## src/rtl/alu_pkg.sv

```systemverilog
// Shared definitions for the execute-stage arithmetic units: operand width,
// divide-unit operation encodings and the divider state machine states.
package alu_pkg;

  localparam int XLEN = 32;

  typedef enum logic [1:0] {
    DIV_OP_DIV  = 2'b00,
    DIV_OP_DIVU = 2'b01,
    DIV_OP_REM  = 2'b10,
    DIV_OP_REMU = 2'b11
  } div_op_e;

  typedef enum logic [1:0] {
    IDLE = 2'b00,
    CALC = 2'b01,
    FIX  = 2'b10
  } div_state_e;

endpackage

```

## src/rtl/div_step.sv

```systemverilog
// One restoring-division iteration on unsigned magnitudes. The partial
// remainder and the dividend/quotient register shift left together; the
// divisor is subtracted from the shifted remainder one bit wider than XLEN so
// the borrow bit decides whether the subtraction is kept.
module div_step #(
  parameter int XLEN = 32
) (
  input  logic [XLEN-1:0] rem,
  input  logic [XLEN-1:0] quo,
  input  logic [XLEN-1:0] divisor,
  output logic [XLEN-1:0] rem_next,
  output logic [XLEN-1:0] quo_next
);

  logic [XLEN:0] shifted;
  logic [XLEN:0] trial;

  // Since rem < divisor on entry, a kept trial always fits in XLEN bits and
  // the top trial bit is a valid borrow even when shifted[XLEN] is set.
  assign shifted  = {rem, quo[XLEN-1]};
  assign trial    = shifted - {1'b0, divisor};
  assign rem_next = trial[XLEN] ? shifted[XLEN-1:0] : trial[XLEN-1:0];
  assign quo_next = {quo[XLEN-2:0], ~trial[XLEN]};

endmodule

```

## src/rtl/div_unit.sv

```systemverilog
// Iterative RV32M divide/remainder unit (DIV, DIVU, REM, REMU). Operands are
// latched on start, converted to magnitudes for signed ops, divided over 32
// restoring iterations, then sign-corrected and registered in a final cycle.
// Divide-by-zero and signed overflow skip the iterations and finish one edge
// after start.
module div_unit #(
  parameter int XLEN = 32
) (
  input  logic            clk,
  input  logic            rst,
  input  logic            start,
  input  logic [1:0]      op,
  input  logic [XLEN-1:0] a,
  input  logic [XLEN-1:0] b,
  output logic            busy,
  output logic            done,
  output logic [XLEN-1:0] result
);

  import alu_pkg::*;

  localparam logic [XLEN-1:0] MIN_INT = {1'b1, {(XLEN-1){1'b0}}};

  // Two's-complement negate when n is set; 0x80000000 maps to itself, which
  // is exactly the unsigned 2^31 magnitude the datapath expects.
  function automatic logic [XLEN-1:0] neg_if(input logic [XLEN-1:0] v, input logic n);
    return n ? (~v + {{(XLEN-1){1'b0}}, 1'b1}) : v;
  endfunction

  div_state_e      state, state_nxt;
  logic [4:0]      cnt;
  logic [XLEN-1:0] rem, quo, dvs;
  logic [XLEN-1:0] rem_step, quo_step;
  logic            neg_q, neg_r, sel_rem;

  logic            is_signed, a_neg, b_neg, div_zero, ovf, special;
  logic [XLEN-1:0] a_mag, b_mag;

  assign is_signed = (op == DIV_OP_DIV) || (op == DIV_OP_REM);
  assign a_neg     = is_signed && a[XLEN-1];
  assign b_neg     = is_signed && b[XLEN-1];
  assign a_mag     = neg_if(a, a_neg);
  assign b_mag     = neg_if(b, b_neg);
  assign div_zero  = (b == '0);
  assign ovf       = is_signed && (a == MIN_INT) && (b == '1);
  assign special   = div_zero || ovf;
  assign busy      = (state != IDLE);

  div_step #(.XLEN(XLEN)) u_step (
    .rem      (rem),
    .quo      (quo),
    .divisor  (dvs),
    .rem_next (rem_step),
    .quo_next (quo_step)
  );

  // State register
  always_ff @(posedge clk or posedge rst) begin
    if (rst) state <= IDLE;
    else     state <= state_nxt;
  end

  // Next-state: special cases jump straight to FIX with preloaded results
  always_comb begin
    state_nxt = state;
    case (state)
      IDLE:    if (start) state_nxt = special ? FIX : CALC;
      CALC:    if (cnt == 5'd31) state_nxt = FIX;
      FIX:     state_nxt = IDLE;
      default: state_nxt = IDLE;
    endcase
  end

  // Operand latch, iteration datapath, sign fix-up and result register
  always_ff @(posedge clk or posedge rst) begin
    if (rst) begin
      cnt     <= '0;
      rem     <= '0;
      quo     <= '0;
      dvs     <= '0;
      neg_q   <= 1'b0;
      neg_r   <= 1'b0;
      sel_rem <= 1'b0;
      done    <= 1'b0;
      result  <= '0;
    end else begin
      done <= 1'b0;
      case (state)
        IDLE: begin
          if (start) begin
            sel_rem <= op[1];
            cnt     <= '0;
            dvs     <= b_mag;
            if (div_zero) begin
              quo   <= '1;
              rem   <= a;
              neg_q <= 1'b0;
              neg_r <= 1'b0;
            end else if (ovf) begin
              quo   <= MIN_INT;
              rem   <= '0;
              neg_q <= 1'b0;
              neg_r <= 1'b0;
            end else begin
              quo   <= a_mag;
              rem   <= '0;
              neg_q <= a_neg ^ b_neg;
              neg_r <= a_neg;
            end
          end
        end
        CALC: begin
          rem <= rem_step;
          quo <= quo_step;
          cnt <= cnt + 5'd1;
        end
        FIX: begin
          result <= sel_rem ? neg_if(rem, neg_r) : neg_if(quo, neg_q);
          done   <= 1'b1;
        end
        default: ;
      endcase
    end
  end

endmodule
```

## config.mk

```make
export PLATFORM = sky130hd
export DESIGN_NAME = div_unit
export DESIGN_NICKNAME = d
export VERILOG_FILES = /design/src/rtl/alu_pkg.sv /design/src/rtl/div_step.sv /design/src/rtl/div_unit.sv
export SDC_FILE = /design/constraint.sdc
export NUM_CORES = 1
export LEC_CHECK = 0
export BUFFER_PORTS_ARGS = -buffer_cell sky130_fd_sc_hd__buf_2
export CELL_PAD_IN_SITES_DETAIL_PLACEMENT = 1
export CELL_PAD_IN_SITES_GLOBAL_PLACEMENT = 1
export CORE_MARGIN = 2
export CORE_UTILIZATION = 46
export DETAILED_ROUTE_END_ITERATION = 12
export GPL_TIMING_DRIVEN = 1
export PLACE_DENSITY = 0.88
export SLEW_MARGIN = 20
export SYNTH_ARGS = -nofsm -noshare
export SYNTH_HDL_FRONTEND = slang
export SYNTH_SLANG_ARGS = --single-unit
```

## constraint.sdc

```tcl
create_clock -name clk -period 6.3 [get_ports clk]
set_input_delay 1.26 -clock clk [delete_from_list [all_inputs] [get_ports clk]]
set_output_delay 1.26 -clock clk [all_outputs]
set_load 0.1 [all_outputs]
```

==> results of run 1 <==
layout make-up:
class / count / area share, %
Sequential cell: 139 / 28.3
Antenna cell: 1 / 0.0203
Inverter: 51 / 1.60
Clock buffer: 18 / 3.49
Clock inverter: 14 / 1.23
Tap cell: 319 / 3.24
Multi-Input combinational cell: 1101 / 57.4
Timing Repair Buffer: 111 / 4.70
synthesized netlist by cell type, drive strengths merged, types with 17 or more instances:
cell type,number,area (um2)
o41ai,17,175
inv,51,191
o21ai,156,781
or3,17,106
xnor2,70,613
mux2i,20,200
nand4,19,119
nor2,76,288
nand2b,17,124
xor2,73,639
nor4,17,170
dfrtp,139,3480
a31oi,29,181
nor3,36,185
clkbuf,64,243
nand2,191,719
a21oi,93,465
o31ai,34,260
buf,22,130
ha,39,488
nand3,32,160
layout by cell type (no fill, tap or decap), types with 35 or more instances in the layout:
cell type    n
inv_1       50
xor2_1      73
nor3_1      35
nand2_1    189
nor2_1      75
o21ai_0    154
buf_2      102
dfrtp_1    138
a21oi_1     93
xnor2_1     70
ha_1        39
metrics by stage:
stage | setup WS [ns] | hold slack (ns) | utilization [%] | instances | total power (W)
2_1_floorplan | 1.32 | 0.449 | - | 1377 | 0.00518
3_3_place_gp | 1.90 | 0.455 | 49.8 | 1721 | 0.00626
3_5_place_dp | 1.78 | 0.459 | 49.8 | 1721 | 0.00645
4_1_cts | 2.17 | 0.475 | 52.2 | 1753 | 0.00757
5_1_grt | 1.94 | 0.500 | 52.3 | 1754 | 0.00817
6_report | 2.13 | 0.473 | 52.3 | 1754 | 0.00764
state kept, by name (all words and copies together), names as in the netlist, 2 cells and up:
signal and cells:
result 32, quo 32, dvs 32, cnt 5, rem 32, state 2
how the worst min path moves through the flow:
stage | start | end | slack (ns) | cells after the start
after floorplan | cnt[3] | cnt[3] | 0.45 | 1
after global placement | result[26] | result[26] | 0.45 | 1
after detailed placement | result[23] | result[23] | 0.46 | 2
after CTS | result[23] | result[23] | 0.48 | 2
after global routing | result[17] | result[17] | 0.50 | 2
final | result[23] | result[23] | 0.47 | 2
metal layers:
metal	up-vias	wire [um]	track usage [%]
met5	-	12	0
met4	2	1700	14.0
met3	116	2090	4.19
met2	418	18800	52.3
met1	5535	15900	37.6
li1	5060	-	-
where the power goes:
| group | leakage, nW | internal, W | total [W] | switching [W] |
|---|---|---|---|---|
| clock network | 0.274 | 0.000562 | 0.00104 | 0.000480 |
| logic | 3.17 | 0.00179 | 0.00469 | 0.00290 |
| registers | 1.73 | 0.00128 | 0.00191 | 0.000633 |
| total | 5.17 | 0.00363 | 0.00764 | 0.00401 |
kinds of logic (layout without fill, tap and decap cells):
logic type | Yosys count | in the layout | share of synthesized area [%]
multiplexers | 26 | 26 | 2.42
XOR/XNOR | 143 | 143 | 11.3
buffers and inverters | 137 | 194 | 5.10
adder cells (fa/ha/maj) | 40 | 40 | 4.59
AND/OR/NAND/NOR | 465 | 465 | 21.1
AO/OA/AOI/OAI | 427 | 427 | 24.0
other | 0 | 1 | 0
flip-flops | 139 | 139 | 31.5
worst min-delay path, delay by kind of cell (launching register included):
family           cells  cell delay [ns]
flip-flops           1             0.34
AND/OR/NAND/NOR      2             0.10
==> flow_metrics.env, run 1 <==
export IMPL_run_status="completed"
export IMPL_maxCapViolations=0
export IMPL_required_ns=6.63
export IMPL_worstSetupEndpoint="neg_r"
export IMPL_slowest_stage="nor4_4"
export IMPL_drt_iter0_drc=850
export IMPL_clk_pin_slew_ns=0.07
export IMPL_post_dp_cell_area_um2=11700
export IMPL_seq_area_um2=3480
export IMPL_path_max_fanout=16
export IMPL_dieArea_um2=25300
export IMPL_cts_setup_buffers=0
export IMPL_netlist_area_um2=11100
export IMPL_placementRows=56
export IMPL_fin_nets=1530
export IMPL_wl_um=38500
export IMPL_worst_pin_slew_ns=1.08
export IMPL_rr_startpoint="quo[31]"
export IMPL_clock_sinks=139
export IMPL_synth_nets=1486
export IMPL_synth_edf_count=0
export IMPL_cp_depth=11
export IMPL_slew_headroom_pct=28.1
export IMPL_grt_max_degree=102
export IMPL_clockRootBuffer="clkbuf_16"
export IMPL_cts_hold_buffers_added=0
export IMPL_rsz0062_at_grt="false"
export IMPL_cts_resized=0
export IMPL_worst_setup_path_end_kind="flip-flop"
export IMPL_clock_skew_ns=0.0111
export IMPL_synth_warnings=0
export IMPL_gp_congestion=0.912
export IMPL_io_pins=103
export IMPL_drive_gt1_share_pct=13.3
export IMPL_final_setup_tns_ns=0
export IMPL_ir_drop_mv=0.353
export IMPL_fin_crit_ns=4.17
export IMPL_p_leak_nw=5.17
export IMPL_synth_cell_types=83
export IMPL_cp_num_buf_inv=2
export IMPL_report_final_slew_viol_count=0
export IMPL_multi_input_area_um2=7070
export IMPL_fmax_mhz=240
export IMPL_nFillCells=2946
export IMPL_die_x_um=159
export IMPL_wl_per_cell_um=21.9
export IMPL_track_usage_pct=30.3
export IMPL_clock_latency_ns=0.44
export IMPL_antenna_found_initial=2
export IMPL_cellPowerDensity_nw_per_um2=621
export IMPL_firstDrtPassIters=5
export IMPL_ys_seq_elements=139
export IMPL_port_buffers=102
export IMPL_vias=11100
export IMPL_rrSetupSlack_ns=2.15
export IMPL_grt_first_pass_wirelength_um=62000
export IMPL_reg2reg_depth=12
export IMPL_drc_errors=0
export IMPL_critPathArrivalTime_ns=4.50
export IMPL_grt_ovfl_total=0
export IMPL_hold_path_class="flip-flop to flip-flop"
export IMPL_final_hold_viol_count=0
export IMPL_dp_hpwl_um=27300
export IMPL_grt_pass1_vias=11700
export IMPL_die_h_um=159
export IMPL_core_area_um2=23500
export IMPL_start_util_pct=47.0
export IMPL_crit_family="simple AND/OR/NAND/NOR gates"
export IMPL_crit_chain="buf_2 -> inv_1 -> ha_1 -> or3b_1 -> or4_4 -> nor3b_2 -> nand3b_2 -> nor4_4 -> or2b_4 -> nor2_2 -> a22o_1"
export IMPL_cts_made_buffers=17
export IMPL_fin_area_um2=12300
export IMPL_clk_path_buf_depth=2
export IMPL_crit_path_start="a[0]"
export IMPL_area_growth_pct=11.3
export IMPL_r2r_end="rem[2]"
export IMPL_path_class="primary input to flip-flop"
export IMPL_htree_num_levels=4
export IMPL_synthCells=1377
export IMPL_synth_flop_cell="dfrtp_1"
export IMPL_fin_crit_sh_pct=66.2
export IMPL_cp_start_kind="primary input"
export IMPL_cts_tree="yes"
export IMPL_yosysSeqAreaShare_pct=31.5
export IMPL_setup_viol=0
export IMPL_slowest_delay_ns=0.74
export IMPL_syn_area_per_cell_um2=8.03
export IMPL_async_flop_share_pct=100
export IMPL_antenna_left=0
export IMPL_routed_via_density=6.35
(Power assumes the default switching activity.)
==> inputs of run 2 (changes only) <==
==> constraint.sdc (replaced) <==
create_clock -name clk -period 4.03 [get_ports clk]
set_input_delay 0.806 -clock clk [delete_from_list [all_inputs] [get_ports clk]]
set_output_delay 0.806 -clock clk [all_outputs]
set_load 0.1 [all_outputs]
==> flow_metrics.env, run 2 (synthesis gave the netlist of run 1 again) <==
export IMPL_gp_congestion=0.924
export IMPL_cts_made_buffers=17
export IMPL_io_pins=103
export IMPL_ir_drop_mv=0.395
export IMPL_cts_hold_buffers_added=0
export IMPL_setup_viol=0
export IMPL_slowest_stage="a311o_1"
export IMPL_cpMostUsedCell="a21oi_1"
export IMPL_grt_max_degree=60
export IMPL_rsz0062_at_grt="false"
export IMPL_critPathArrivalTime_ns=4.10
export IMPL_cts_setup_buffers=0
export IMPL_fin_cells=1774
export IMPL_htree_num_levels=4
export IMPL_port_buffers=102
export IMPL_firstDrtPassIters=5
export IMPL_path_max_fanout=10
export IMPL_antenna_left=0
export IMPL_final_cell_mix="nand2_1 (189), o21ai_0 (154), dfrtp_1 (139), buf_2 (102), a21oi_1 (93)"
export IMPL_path_class="flip-flop to flip-flop"
export IMPL_cellPowerDensity_nw_per_um2=967
export IMPL_placementRows=56
export IMPL_slew_headroom_pct=26.9
export IMPL_die_x_um=159
export IMPL_nFillCells=2945
export IMPL_cts_tree="yes"
export IMPL_p_leak_nw=5.27
export IMPL_fin_crit_sh_pct=94.6
export IMPL_cp_start_kind="flip-flop"
export IMPL_crit_family="compound AO/OA/AOI/OAI gates"
export IMPL_area_growth_pct=12.6
export IMPL_clock_skew_ns=0.0105
export IMPL_grt_first_pass_wirelength_um=64000
export IMPL_drive_gt1_share_pct=14.4
export IMPL_final_common_cell="nand2_1"
export IMPL_maxCapViolations=0
export IMPL_final_hold_viol_count=0
export IMPL_fmax_mhz=262
export IMPL_drc_errors=0
export IMPL_vias=11300
export IMPL_cp_num_buf_inv=2
export IMPL_antenna_cells=0
export IMPL_holdPathStages=2
export IMPL_start_util_pct=47.0
export IMPL_report_final_slew_viol_count=0
export IMPL_dieArea_um2=25300
export IMPL_slowest_delay_ns=0.47
export IMPL_grt_pass1_vias=11900
export IMPL_clockRootBuffer="clkbuf_16"
export IMPL_worst_pin_slew_ns=1.10
export IMPL_track_usage_pct=31.4
export IMPL_fin_nets=1551
export IMPL_die_h_um=159
export IMPL_core_area_um2=23500
export IMPL_crit_chain="inv_1 -> ha_1 -> fa_1 -> nand2b_1 -> a21oi_1 -> o21ai_0 -> a21oi_1 -> a2111oi_0 -> buf_4 -> a311o_1 -> a311oi_1 -> o32ai_1"
export IMPL_fin_crit_ns=3.81
export IMPL_hold_path_class="flip-flop to flip-flop"
export IMPL_clk_path_buf_depth=2
export IMPL_required_ns=4.32
export IMPL_routed_via_density=6.37
export IMPL_worst_setup_path_end_kind="flip-flop"
export IMPL_dp_hpwl_um=29000
export IMPL_clk_pin_slew_ns=0.07
export IMPL_clock_sinks=139
export IMPL_reg2reg_depth=12
export IMPL_grt_ovfl_total=0
export IMPL_clock_latency_ns=0.44
export IMPL_cp_depth=12
export IMPL_final_setup_tns_ns=0
export IMPL_drt_iter0_drc=1032
export IMPL_cts_resized=0
export IMPL_wl_per_cell_um=22.4
export IMPL_place_inst=1742
export IMPL_run_status="completed"
export IMPL_antenna_found_initial=0
export IMPL_wl_um=39800
run 2: cell count changes in the layout (fill, tap and decap cells not counted), sizes merged:
cell / change
inv: -3
diode: -1
clkinv: +4
bufinv: -1
buf: +21
run 2: stage by stage:
step / worst slack (ns) / hold slack, ns / instance area, um2 / utilization (%) / power [W]
after detailed placement: 0.397 / 0.465 / 11900 / 50.5 / 0.0102
after CTS: 0.251 / 0.480 / 12500 / 52.9 / 0.0119
after global placement: 0.478 / 0.455 / 11900 / 50.5 / 0.00980
after floorplan: 0.902 / 0.449 / 11100 / - / 0.00810
final: 0.220 / 0.472 / 12500 / 52.9 / 0.0120
after global routing: 0.0376 / 0.499 / 12500 / 52.9 / 0.0129
run 2: area by class of cell:
cell class	count	area (um2)	share of cell area, %
Sequential cell	139	3480	27.9
Clock inverter	14	131	1.05
Clock buffer	18	429	3.45
Tap cell	319	399	3.20
Inverter	51	195	1.57
Timing Repair Buffer	132	761	6.11
Multi-Input combinational cell	1101	7060	56.7
run 2: per-layer routing:
| metal | routed length, um | track usage, % | share of wire (%) |
|---|---|---|---|
| met5 | 0 | 0 | 0 |
| met4 | 1940 | 15.4 | 4.9 |
| met3 | 2330 | 5.60 | 5.9 |
| met2 | 19200 | 52.9 | 48 |
| met1 | 16300 | 38.9 | 41 |
run 2: worst paths after layout:
kind | startpoint | to | slack (ns)
min reg2reg | result[20] | result[20] | 0.47
max in group asynchronous | rst | quo[22] | 2.61
max reg2reg | quo[31] | rem[24] | 0.22
min in group asynchronous | rst | dvs[11] | 0.48
max | quo[31] | rem[24] | 0.22
min | result[20] | result[20] | 0.47
run 2: report_power, final:
group          total (W)  internal (W)  switching [W]
clock            0.00155      0.000813       0.000737
combinational    0.00756       0.00286        0.00470
sequential       0.00294       0.00200       0.000937
total             0.0120       0.00567        0.00638
run 2: worst register-to-register path, delay by kind of cell (launching register included):
family / cells / cell delay, ns
AOI/OAI and AO/OA: 7 / 2.06
adders and majority gates: 2 / 0.69
DFF: 1 / 0.39
buffers and inverters: 2 / 0.34
and+or+nand+nor: 1 / 0.20
